==> src/rtl/alu_seq_if.sv <==
// rtl/alu_seq_if.sv - operand/result handshake bundle for alu_seq
interface alu_seq_if #(
    parameter int data_width = 16
);
    logic                  in_valid;
    logic                  in_ready;
    logic [data_width-1:0] A;
    logic [data_width-1:0] B;
    logic [2:0]            control;
    logic                  out_valid;
    logic                  out_ready;
    logic [data_width-1:0] R;
    logic [data_width-1:0] R_hi;
    logic                  ovflag;
    logic                  carryflag;
    logic                  signflag;
    logic                  zeroflag;
    logic                  sticky_ov;
    logic                  clr_sticky;

    // Issue stage and result consumer side
    modport master (
        output in_valid, A, B, control, out_ready, clr_sticky,
        input  in_ready, out_valid, R, R_hi, ovflag, carryflag, signflag,
               zeroflag, sticky_ov
    );

    // ALU side
    modport slave (
        input  in_valid, A, B, control, out_ready, clr_sticky,
        output in_ready, out_valid, R, R_hi, ovflag, carryflag, signflag,
               zeroflag, sticky_ov
    );
endinterface

==> src/rtl/alu_seq.sv <==
// rtl/alu_seq.sv - clocked ALU with handshakes, flags, sticky overflow and iterative signed multiply
module alu_seq #(
    parameter int data_width = 16
) (
    input  logic       clk,
    input  logic       rst,
    alu_seq_if.slave   bus
);
    localparam int sh_width = $clog2(data_width);

    localparam logic [2:0] OP_ADD = 3'b000;
    localparam logic [2:0] OP_SUB = 3'b001;
    localparam logic [2:0] OP_AND = 3'b010;
    localparam logic [2:0] OP_OR  = 3'b011;
    localparam logic [2:0] OP_XOR = 3'b100;
    localparam logic [2:0] OP_SLL = 3'b101;
    localparam logic [2:0] OP_SRA = 3'b110;
    localparam logic [2:0] OP_MUL = 3'b111;

    typedef enum logic [1:0] {
        IDLE = 2'b00,
        EXEC = 2'b01,
        DONE = 2'b10
    } state_t;

    state_t                    state_q, state_d;
    logic [data_width-1:0]     r_q, r_d;
    logic [data_width-1:0]     r_hi_q, r_hi_d;
    logic                      ov_q, ov_d;
    logic                      carry_q, carry_d;
    logic                      sign_q, sign_d;
    logic                      zero_q, zero_d;
    logic                      sticky_q, sticky_d;
    // Multiplier working set: sign-extended multiplicand shifted left each
    // step, multiplier shifted right, running double-width accumulator.
    logic [2*data_width-1:0]   mcand_q, mcand_d;
    logic [data_width-1:0]     mplier_q, mplier_d;
    logic [2*data_width-1:0]   acc_q, acc_d;
    logic [sh_width-1:0]       cnt_q, cnt_d;

    logic                      in_ready;
    logic                      accept;
    logic                      mul_last;
    logic [2*data_width-1:0]   mul_sum;

    logic [data_width-1:0]     alu_r;
    logic                      alu_carry;
    logic                      alu_ov;
    logic [data_width:0]       add_ext;
    logic [data_width:0]       sub_ext;
    logic [data_width:0]       sll_ext;
    logic signed [data_width:0] sra_ext;
    logic [sh_width-1:0]       sh_amt;

    // New work is taken when idle, or when the held result leaves this cycle
    assign in_ready = !rst && ((state_q == IDLE) || ((state_q == DONE) && bus.out_ready));
    assign accept   = bus.in_valid && in_ready;
    assign mul_last = (cnt_q == sh_width'(data_width - 1));

    // Single-cycle operations evaluated directly on the incoming operands
    always_comb begin
        alu_r     = '0;
        alu_carry = 1'b0;
        alu_ov    = 1'b0;
        sh_amt    = bus.B[sh_width-1:0];
        add_ext   = {1'b0, bus.A} + {1'b0, bus.B};
        sub_ext   = {1'b0, bus.A} - {1'b0, bus.B};
        // Extra guard bit on the far side of the shift catches the last bit
        // shifted out; it stays 0 for a zero shift amount.
        sll_ext   = {1'b0, bus.A} << sh_amt;
        sra_ext   = $signed({bus.A, 1'b0}) >>> sh_amt;
        case (bus.control)
            OP_ADD: begin
                alu_r     = add_ext[data_width-1:0];
                alu_carry = add_ext[data_width];
                alu_ov    = (bus.A[data_width-1] == bus.B[data_width-1]) &&
                            (alu_r[data_width-1] != bus.A[data_width-1]);
            end
            OP_SUB: begin
                alu_r     = sub_ext[data_width-1:0];
                alu_carry = sub_ext[data_width];
                alu_ov    = (bus.A[data_width-1] != bus.B[data_width-1]) &&
                            (alu_r[data_width-1] != bus.A[data_width-1]);
            end
            OP_AND: alu_r = bus.A & bus.B;
            OP_OR:  alu_r = bus.A | bus.B;
            OP_XOR: alu_r = bus.A ^ bus.B;
            OP_SLL: begin
                alu_r     = sll_ext[data_width-1:0];
                alu_carry = sll_ext[data_width];
            end
            OP_SRA: begin
                alu_r     = sra_ext[data_width:1];
                alu_carry = sra_ext[0];
            end
            default: alu_r = '0;
        endcase
    end

    // One shift-add step; the MSB of the multiplier carries negative weight
    always_comb begin
        mul_sum = acc_q;
        if (mplier_q[0]) begin
            if (mul_last) begin
                mul_sum = acc_q - mcand_q;
            end else begin
                mul_sum = acc_q + mcand_q;
            end
        end
    end

    // Next-state, result capture and sticky overflow
    always_comb begin
        state_d  = state_q;
        r_d      = r_q;
        r_hi_d   = r_hi_q;
        ov_d     = ov_q;
        carry_d  = carry_q;
        sign_d   = sign_q;
        zero_d   = zero_q;
        sticky_d = sticky_q;
        mcand_d  = mcand_q;
        mplier_d = mplier_q;
        acc_d    = acc_q;
        cnt_d    = cnt_q;

        case (state_q)
            IDLE: state_d = IDLE;
            EXEC: begin
                acc_d    = mul_sum;
                mcand_d  = mcand_q << 1;
                mplier_d = mplier_q >> 1;
                cnt_d    = cnt_q + sh_width'(1);
                if (mul_last) begin
                    state_d = DONE;
                    r_d     = mul_sum[data_width-1:0];
                    r_hi_d  = mul_sum[2*data_width-1:data_width];
                    ov_d    = (mul_sum[2*data_width-1:data_width] !=
                               {data_width{mul_sum[data_width-1]}});
                    carry_d = 1'b0;
                    sign_d  = mul_sum[data_width-1];
                    zero_d  = (mul_sum == '0);
                end
            end
            DONE: begin
                if (bus.out_ready) begin
                    state_d = IDLE;
                end
            end
            default: state_d = IDLE;
        endcase

        // Acceptance overrides the DONE->IDLE return for back-to-back issue
        if (accept) begin
            if (bus.control == OP_MUL) begin
                state_d  = EXEC;
                mcand_d  = {{data_width{bus.A[data_width-1]}}, bus.A};
                mplier_d = bus.B;
                acc_d    = '0;
                cnt_d    = '0;
            end else begin
                state_d = DONE;
                r_d     = alu_r;
                r_hi_d  = '0;
                ov_d    = alu_ov;
                carry_d = alu_carry;
                sign_d  = alu_r[data_width-1];
                zero_d  = (alu_r == '0);
            end
        end

        // Clear first so a same-cycle overflow handoff wins
        if (bus.clr_sticky) begin
            sticky_d = 1'b0;
        end
        if ((state_q == DONE) && bus.out_ready && ov_q) begin
            sticky_d = 1'b1;
        end
    end

    // State and result registers with synchronous reset
    always_ff @(posedge clk) begin
        if (rst) begin
            state_q  <= IDLE;
            r_q      <= '0;
            r_hi_q   <= '0;
            ov_q     <= 1'b0;
            carry_q  <= 1'b0;
            sign_q   <= 1'b0;
            zero_q   <= 1'b0;
            sticky_q <= 1'b0;
            mcand_q  <= '0;
            mplier_q <= '0;
            acc_q    <= '0;
            cnt_q    <= '0;
        end else begin
            state_q  <= state_d;
            r_q      <= r_d;
            r_hi_q   <= r_hi_d;
            ov_q     <= ov_d;
            carry_q  <= carry_d;
            sign_q   <= sign_d;
            zero_q   <= zero_d;
            sticky_q <= sticky_d;
            mcand_q  <= mcand_d;
            mplier_q <= mplier_d;
            acc_q    <= acc_d;
            cnt_q    <= cnt_d;
        end
    end

    assign bus.in_ready  = in_ready;
    assign bus.out_valid = (state_q == DONE);
    assign bus.R         = r_q;
    assign bus.R_hi      = r_hi_q;
    assign bus.ovflag    = ov_q;
    assign bus.carryflag = carry_q;
    assign bus.signflag  = sign_q;
    assign bus.zeroflag  = zero_q;
    assign bus.sticky_ov = sticky_q;
endmodule

==> src/flat_wrapper.sv <==
// flat-port wrapper written by rule: the top's interface ports become plain ports
module alu_seq_flat 
#(
    parameter int data_width = 16
)
  (clk, rst, bus_in_valid, bus_A, bus_B, bus_control, bus_out_ready, bus_clr_sticky, bus_in_ready, bus_out_valid, bus_R, bus_R_hi, bus_ovflag, bus_carryflag, bus_signflag, bus_zeroflag, bus_sticky_ov);
  alu_seq_if #(.data_width(data_width)) bus_i ();
  input  logic clk;
  input  logic rst;
  input wire logic [$bits(bus_i.in_valid)-1:0] bus_in_valid;
  input wire logic [$bits(bus_i.A)-1:0] bus_A;
  input wire logic [$bits(bus_i.B)-1:0] bus_B;
  input wire logic [$bits(bus_i.control)-1:0] bus_control;
  input wire logic [$bits(bus_i.out_ready)-1:0] bus_out_ready;
  input wire logic [$bits(bus_i.clr_sticky)-1:0] bus_clr_sticky;
  output wire logic [$bits(bus_i.in_ready)-1:0] bus_in_ready;
  output wire logic [$bits(bus_i.out_valid)-1:0] bus_out_valid;
  output wire logic [$bits(bus_i.R)-1:0] bus_R;
  output wire logic [$bits(bus_i.R_hi)-1:0] bus_R_hi;
  output wire logic [$bits(bus_i.ovflag)-1:0] bus_ovflag;
  output wire logic [$bits(bus_i.carryflag)-1:0] bus_carryflag;
  output wire logic [$bits(bus_i.signflag)-1:0] bus_signflag;
  output wire logic [$bits(bus_i.zeroflag)-1:0] bus_zeroflag;
  output wire logic [$bits(bus_i.sticky_ov)-1:0] bus_sticky_ov;
  assign bus_i.in_valid = bus_in_valid;
  assign bus_i.A = bus_A;
  assign bus_i.B = bus_B;
  assign bus_i.control = bus_control;
  assign bus_i.out_ready = bus_out_ready;
  assign bus_i.clr_sticky = bus_clr_sticky;
  assign bus_in_ready = bus_i.in_ready;
  assign bus_out_valid = bus_i.out_valid;
  assign bus_R = bus_i.R;
  assign bus_R_hi = bus_i.R_hi;
  assign bus_ovflag = bus_i.ovflag;
  assign bus_carryflag = bus_i.carryflag;
  assign bus_signflag = bus_i.signflag;
  assign bus_zeroflag = bus_i.zeroflag;
  assign bus_sticky_ov = bus_i.sticky_ov;
  alu_seq #(.data_width(data_width)) u_core (.clk(clk), .rst(rst), .bus(bus_i));
endmodule
==> config.mk <==
export PLATFORM = sky130hd
export DESIGN_NAME = alu_seq_flat
export DESIGN_NICKNAME = d
export VERILOG_FILES = /design/src/rtl/alu_seq_if.sv /design/src/rtl/alu_seq.sv /design/src/flat_wrapper.sv
export SDC_FILE = /design/constraint.sdc
export NUM_CORES = 1
export LEC_CHECK = 0
export ABC_AREA = 0
export CORE_MARGIN = 2
export CORE_UTILIZATION = 35
export CTS_CLUSTER_SIZE = 24
export DETAILED_ROUTE_END_ITERATION = 16
export SLEW_MARGIN = 25
export SYNTH_ARGS = -nofsm -noshare
export SYNTH_HDL_FRONTEND = slang
export SYNTH_SLANG_ARGS = --single-unit
==> constraint.sdc <==
create_clock -name clk -period 6.1 [get_ports clk]
set_input_delay 1.22 -clock clk [delete_from_list [all_inputs] [get_ports clk]]
set_output_delay 1.22 -clock clk [all_outputs]
set_load 0.02 [all_outputs]
==> results of run 1 <==
-- final timing paths --
path | slack (ns) | end | start | cells after the start
max | 0.71 | u_core.bus.ovflag | u_core.mcand_q[6] | 16
min reg2reg | 0.47 | u_core.cnt_q[1] | u_core.cnt_q[1] | 2
max reg2reg | 0.71 | u_core.bus.ovflag | u_core.mcand_q[6] | 16
min | 0.47 | u_core.cnt_q[1] | u_core.cnt_q[1] | 2
-- report_power, final --
group	total [uW]	internal, uW	switching (uW)	leakage, uW
clock	937	566	372	0.000265
combinational	1090	421	670	0.00379
sequential	857	830	27.3	0.000997
-- registers in the layout, indices dropped and copies added (netlist names), 2 cells and up --
register / flops
u_core.bus.R_hi: 16
u_core.state_q: 2
u_core.mplier_q: 16
u_core.acc_q: 32
u_core.mcand_q: 32
u_core.cnt_q: 4
u_core.bus.R: 16
-- stage by stage --
step	setup slack (ns)	instances	utilization	instance area, um2
2_1_floorplan	1.54	1483	-	11400
3_3_place_gp	0.783	1927	0.389	12600
3_5_place_dp	0.727	1927	0.389	12600
4_1_cts	0.697	1959	0.406	13100
5_1_grt	0.272	1959	0.406	13200
6_report	0.711	1959	0.406	13200
-- layout by cell type (no fill, tap or decap), types with 16 or more instances in the layout --
master           count
a21oi_1            119
o31ai_1             39
nor2_1             147
clkdlybuf4s50_1     75
nand3_1             22
a21o_1              17
nor3_1              27
clkbuf_16           17
mux4_2              16
a211oi_1            67
xor2_1              36
ha_1                82
nand2b_1            16
nand2_1            130
buf_4               32
o211ai_1            17
dfxtp_1            122
o21ai_0             84
mux2i_1             82
xnor2_1             28
inv_1               62
-- layout make-up --
class | instances | share of cell area
clock inverter | 12 | 0.00761
timing repair buffer | 110 | 0.0765
sequential | 123 | 0.188
multi-input combinational | 1186 | 0.633
inverter | 66 | 0.0188
clock buffer | 20 | 0.0340
tap | 442 | 0.0421
-- worst max-delay path: stages (launching register included) --
cell and delay, ns:
dfxtp_1 0.36, or4_1 0.56, or3_1 0.47, o31ai_1 0.28, xor2_1 0.14, ha_1 0.44
nand4_1 0.17, a2111oi_0 0.53, o211ai_1 0.26, a311oi_1 0.56, nor2_1 0.16, o2111a_1 0.28
nor3b_1 0.45, and2_1 0.21, nand4_1 0.09, a21oi_1 0.23, nor4_2 0.05
-- routing by layer --
metal	track usage	up-vias	share of wire
li1	-	5550	-
met1	0.284	5458	0.43
met2	0.390	427	0.48
met3	0.0302	92	0.054
met4	0.0971	0	0.039
met5	0	-	0
-- cell families (layout without fill, tap and decap cells) --
group,count (synthesis),after routing,share of synthesized area
buffers and inverters,174,208,0.0582
and+or+nand+nor,445,445,0.187
muxes,107,107,0.112
xor gates and xnor gates,64,64,0.0490
adders and majority gates,85,85,0.0950
DFF,123,123,0.215
AOI/OAI and AO/OA,485,485,0.283
==> results by group, run 1 <==
Outcome
  – Result of the run: complete, no violations

Yosys
  – Commonest cells in the synthesized netlist: 149 x nor2_1, 130 x nand2_1, 123 x dfxtp_1
  – Prevailing post-synth register cell: dfxtp_1
  – Biggest area contributors in the synthesized netlist: dfxtp_1 22%, ha_1 9.0%, mux2i_1 7.2%
  – Async SR Flop Fraction: 0
  – Synthesized area: 11400 um2
  – Synthesized area per cell: 7.71 um2
  – Post-Synthesis Cells: 1483
  – Count of unique library cells instantiated by Yosys: 84
  – Dominant cell by count in the synthesized netlist: nor2_1
  – Number of flops mapped to enable cells by yosys: 0
  – Number of warning messages in the yosys log: 0
  – Top cell type by total area after synthesis: dfxtp_1
  – Seq/Total Area, Yosys: 0.215
  – Flops & latches, synth: 123
  – Post-Synthesis Net Count: 1608
  – Top-area cell type share of the netlist area: 0.215

Floorplan
  – Die width: 185 um
  – Total number of placement rows: 66
  – Die area: 34100 um2
  – Standard cell core area: 32400 um2
  – Number of placed I/O pins: 79
  – Starting utilization of the core area: 0.353
  – Die height: 185 um

Clocking
  – Post-CTS Setup Bufs: 0
  – Clock root buffer master: clkbuf_16
  – Clock insertion delay at the later pin of the skew report: 0.42 ns
  – Clock buffer count from CTS: 17
  – Number of buffers between clock root and the deepest sink: 2
  – Clock net sink count: 123
  – Total of cells resized after clock tree synthesis: 0
  – H-tree lvl count: 4
  – TritonCTS clock tree: done
  – Number of hold-repair buffers added at the cts stage: 0
  – CTS clock-pin slew for the worst setup and hold paths: 0.06 ns

Final layout
  – Seq. cell area: 2470 um2
  – Diodes inserted: 0
  – Layout cell share with drive strength beyond 1: 0.0765
  – Area used by multi-input combinational logic: 8330 um2
  – Synth-to-Final Area Change: 15.0%
  – Fillers: 3393
  – Total number of nets in the final design: 1629

Route
  – Final ANT Viol Nets: 0
  – Post-DR vias/cell: 5.88
  – WL per Instance: 20.0 um
  – Detailed Route WL: 39.1 mm
  – Post-route DRC: 0
  – Initial DRC Count: 990
  – Detailed Routing Iterations Pass 1: 6
  – Vias after detailed routing: 11.5k

STA
  – Unrepaired setup endpoints after global routing: no
  – Worst-margin pin slew: 0.891 ns
  – Post-route setup TNS: 0 ns
  – Maximum clock frequency: 186 MHz
  – Final Hold Violating Endpoints: 0
  – Shortest period the worst path allows: 5.39 ns
  – Final period utilization: 0.883
  – Final Skew: 0.00986 ns
  – Final-layout worst hold slack: 0.473 ns
  – Final setup fails: 0
  – Total count of max-transition violations in the final report: 0
  – Normalized max-slew margin: 0.404

Job
  – Count of max-cap constraint violations: 0

Power
  – Total Power Consumption: 2890 uW
  – Standby leakage power: 0.00505 uW
  – Power density normalized to cell area: 219 nW/um2
  – Max rail drop VDD: 0.135 mV

Setup path
  – Category of the most critical setup path: flop to flop
  – Worst endpoint required time: 6.38 ns
  – Capturing element type of the critical path: flop
  – Data arrival time of the critical path: 5.67 ns
  – Maximum fanout encountered on the critical timing path: 8
  – Startpoint Class: flop

GRT
  – Antenna violations before repair: 0
  – Maximum number of pins on one net before global-route repair: 54
  – First-pass GRT wire length: 60.3 mm
  – Global route overflow: 0
  – Total GRT Usage: 0.227
  – Via count of the first global-routing pass: 10.6k

Place
  – Number of buffers added on ports: 78
  – HPWL Detailed: 30.4 mm
  – Last weighted congestion value of the routability-driven placer: 0.990

Worst hold path
  – Hold Path Class: flop to flop
Note: power is estimated with default switching activity, not from simulation.
==> inputs of run 2 (changes only) <==
--- a/config.mk
+++ b/config.mk
@@ -10,6 +10,7 @@
 export CORE_UTILIZATION = 35
 export CTS_CLUSTER_SIZE = 24
 export DETAILED_ROUTE_END_ITERATION = 16
+export DONT_BUFFER_PORTS = 1
 export SLEW_MARGIN = 25
 export SYNTH_ARGS = -nofsm -noshare
 export SYNTH_HDL_FRONTEND = slang
==> run 2 against run 1 <==
- final area fell by 6.0%
- die area did not move
- count of clock-buffer cells in the layout fell by 2
- wire length fell by 0.53%
- sequential power rose by 2%
- first-iteration DRC count fell by 3.7%
- clock power rose by 24%
- non-clock buffer count fell by 97
- global-route usage barely moved
- worst setup slack improved by 0.23 ns
- critical path type unchanged
- largest cell class unchanged
==> results by group, run 2 (synthesized netlist as in run 1, its figures left out) <==
STA
  – Maximum clock frequency: 194 MHz (was 186 MHz)
  – Final setup fails: 0 (unchanged)
  – Normalized max-slew margin: 0.401 (was 0.404)
  – Final period utilization: 0.845 (was 0.883)
  – Total count of max-transition violations in the final report: 0 (unchanged)
  – Post-route setup TNS: 0 ns (unchanged)
  – Final Hold Violating Endpoints: 0 (unchanged)
  – Final Skew: 0.0166 ns (was 0.00986 ns)
  – Shortest period the worst path allows: 5.16 ns (was 5.39 ns)
  – Unrepaired setup endpoints after global routing: no (unchanged)
  – Worst-margin pin slew: 0.895 ns (was 0.891 ns)

Setup path
  – Max stage delay on crit path: 0.59 ns (was 0.56 ns)
  – Largest delay share family, worst path: simple AND/OR/NAND/NOR gates (unchanged)
  – Capturing element type of the critical path: flop (unchanged)
  – Slowest cell on crit path: a2111oi_0 (was or4_1)
  – Category of the most critical setup path: flop to flop (unchanged)
  – Worst endpoint required time: 6.39 ns (was 6.38 ns)
  – Maximum fanout encountered on the critical timing path: 8 (unchanged)
  – Startpoint Class: flop (unchanged)
  – Data arrival time of the critical path: 5.44 ns (was 5.67 ns)
  – Most common cell type on the critical path: nand4_1 (unchanged)
  – FF-to-FF setup slack: 0.94 ns (was 0.71 ns)
  – Buffers and inverters on the worst path: 0 (unchanged)
  – Crit path cell chain: or4_1 > or3_1 > o31ai_1 > xor2_1 > ha_1 > nand4_1 > a2111oi_0 > o211ai_1 > a311oi_1 > nor2_1 > o2111a_1 > nor3b_1 > and2_1 > nand4_1 > a21oi_1 > nor4_2 (unchanged)

Final layout
  – Commonest non-fill, non-tap cells in the layout: 147 x nor2_1, 130 x nand2_1, 122 x dfxtp_1 (unchanged)
  – Layout cell share with drive strength beyond 1: 0.0676 (was 0.0765)
  – Synth-to-Final Area Change: 8.06% (was 15.0%)
  – Cell area after layout: 12400 um2 (was 13200 um2)
  – Most common cell after layout, fill and taps aside: nor2_1 (unchanged)
  – Post-route non-filler standard cell count: 1862 (was 1959)
  – Total number of nets in the final design: 1532 (was 1629)
  – Diodes inserted: 0 (unchanged)
  – Fraction of the core area covered by cells at the end of the flow: 0.382 (was 0.406)
  – Largest registers: u_core.acc_q x32, u_core.mcand_q x32 (unchanged)

Floorplan
  – Die width: 185 um (unchanged)
  – Standard cell core area: 32400 um2 (unchanged)
  – Number of placed I/O pins: 79 (unchanged)
  – Die area: 34100 um2 (unchanged)
  – Total number of placement rows: 66 (unchanged)
  – Die height: 185 um (unchanged)
  – Starting utilization of the core area: 0.353 (unchanged)

Clocking
  – Clock insertion delay at the later pin of the skew report: 0.44 ns (was 0.42 ns)
  – Number of buffers between clock root and the deepest sink: 2 (unchanged)
  – TritonCTS clock tree: done (unchanged)
  – Number of hold-repair buffers added at the cts stage: 0 (unchanged)
  – Post-CTS Setup Bufs: 0 (unchanged)
  – Clock root buffer master: clkbuf_16 (unchanged)
  – Total of cells resized after clock tree synthesis: 0 (unchanged)
  – H-tree lvl count: 4 (unchanged)
  – Clock net sink count: 123 (unchanged)
  – Clock buffer count from CTS: 17 (unchanged)
  – CTS clock-pin slew for the worst setup and hold paths: 0.06 ns (about the same)

Place
  – Area after detailed placement: 11700 um2 (was 12600 um2)
  – Placed cells: 1830 (was 1927)
  – Number of buffers added on ports: 0 (was 78)
  – Last weighted congestion value of the routability-driven placer: 0.978 (was 0.990)
  – HPWL Detailed: 29.3 mm (was 30.4 mm)

Power
  – Max rail drop VDD: 0.155 mV (was 0.135 mV)
  – Standby leakage power: 0.00473 uW (was 0.00505 uW)
  – Power density normalized to cell area: 243 nW/um2 (was 219 nW/um2)

Outcome
  – Result of the run: complete, no violations (unchanged)

Route
  – Detailed Route WL: 38.9 mm (was 39.1 mm)
  – Vias after detailed routing: 11.2k (was 11.5k)
  – Final ANT Viol Nets: 0 (unchanged)
  – Post-DR vias/cell: 6.01 (was 5.88)
  – WL per Instance: 20.9 um (was 20.0 um)
  – Post-route DRC: 0 (unchanged)
  – Initial DRC Count: 953 (was 990)
  – Detailed Routing Iterations Pass 1: 8 (was 6)

GRT
  – Via count of the first global-routing pass: 10.5k (was 10.6k)
  – Total GRT Usage: 0.227 (about the same)
  – Global route overflow: 0 (unchanged)
  – Maximum number of pins on one net before global-route repair: 64 (was 54)
  – First-pass GRT wire length: 60.6 mm (was 60.3 mm)
  – Antenna violations before repair: 0 (unchanged)

Worst hold path
  – Hold Path Class: flop to flop (unchanged)

Job
  – Count of max-cap constraint violations: 0 (unchanged)
-- run 2: area by class of cell --
type / count / area [um2]
Clock buffer: 18 / 429
Inverter: 66 / 248
Multi-Input combinational cell: 1186 / 8330
Timing Repair Buffer: 13 / 97.6
Clock inverter: 14 / 231
Fill cell: 3405 / 20000
Tap cell: 442 / 553
Sequential cell: 123 / 2470
-- run 2: power by group --
group / switching, uW / leakage, uW / internal, uW
Combinational: 595 / 0.00341 / 375
Sequential: 43.6 / 0.000997 / 829
Clock: 429 / 0.000322 / 736
Total: 1070 / 0.00473 / 1940
-- run 2: worst reg2reg max path, cell delays in order, from the launching register on --
cell and delay (ns):
dfxtp_1 0.35, or4_1 0.57, or3_1 0.46, o31ai_1 0.29
xor2_1 0.12, ha_1 0.43, nand4_1 0.16, a2111oi_0 0.59
o211ai_1 0.23, a311oi_1 0.46, nor2_1 0.15, o2111a_1 0.27
nor3b_1 0.39, and2_1 0.21, nand4_1 0.09, a21oi_1 0.18
nor4_2 0.05
-- run 2: routing by layer --
layer,track usage,up-vias,share of wire
met5,0,-,0
met4,0.0889,0,0.038
met3,0.0460,85,0.074
met2,0.385,450,0.47
met1,0.281,5302,0.42
li1,-,5348,-
-- run 2: path summary, 6_finish.rpt --
check,startpoint,endpoint,cells past startpoint
worst max register to register,u_core.mcand_q[6],u_core.bus.ovflag,16
worst min-delay path,u_core.mplier_q[15],u_core.mplier_q[15],2
worst min register to register,u_core.mplier_q[15],u_core.mplier_q[15],2
worst max-delay path,u_core.mcand_q[6],u_core.bus.ovflag,16
-- run 2: stage by stage --
step	total power [uW]	hold WS (ns)	worst slack, ns
final	3010	0.467	0.944
after global routing	3140	0.518	0.552
after CTS	3010	0.475	0.940
after detailed placement	1840	0.466	0.999
after global placement	1840	0.454	1.09
after floorplan	1630	0.436	1.54
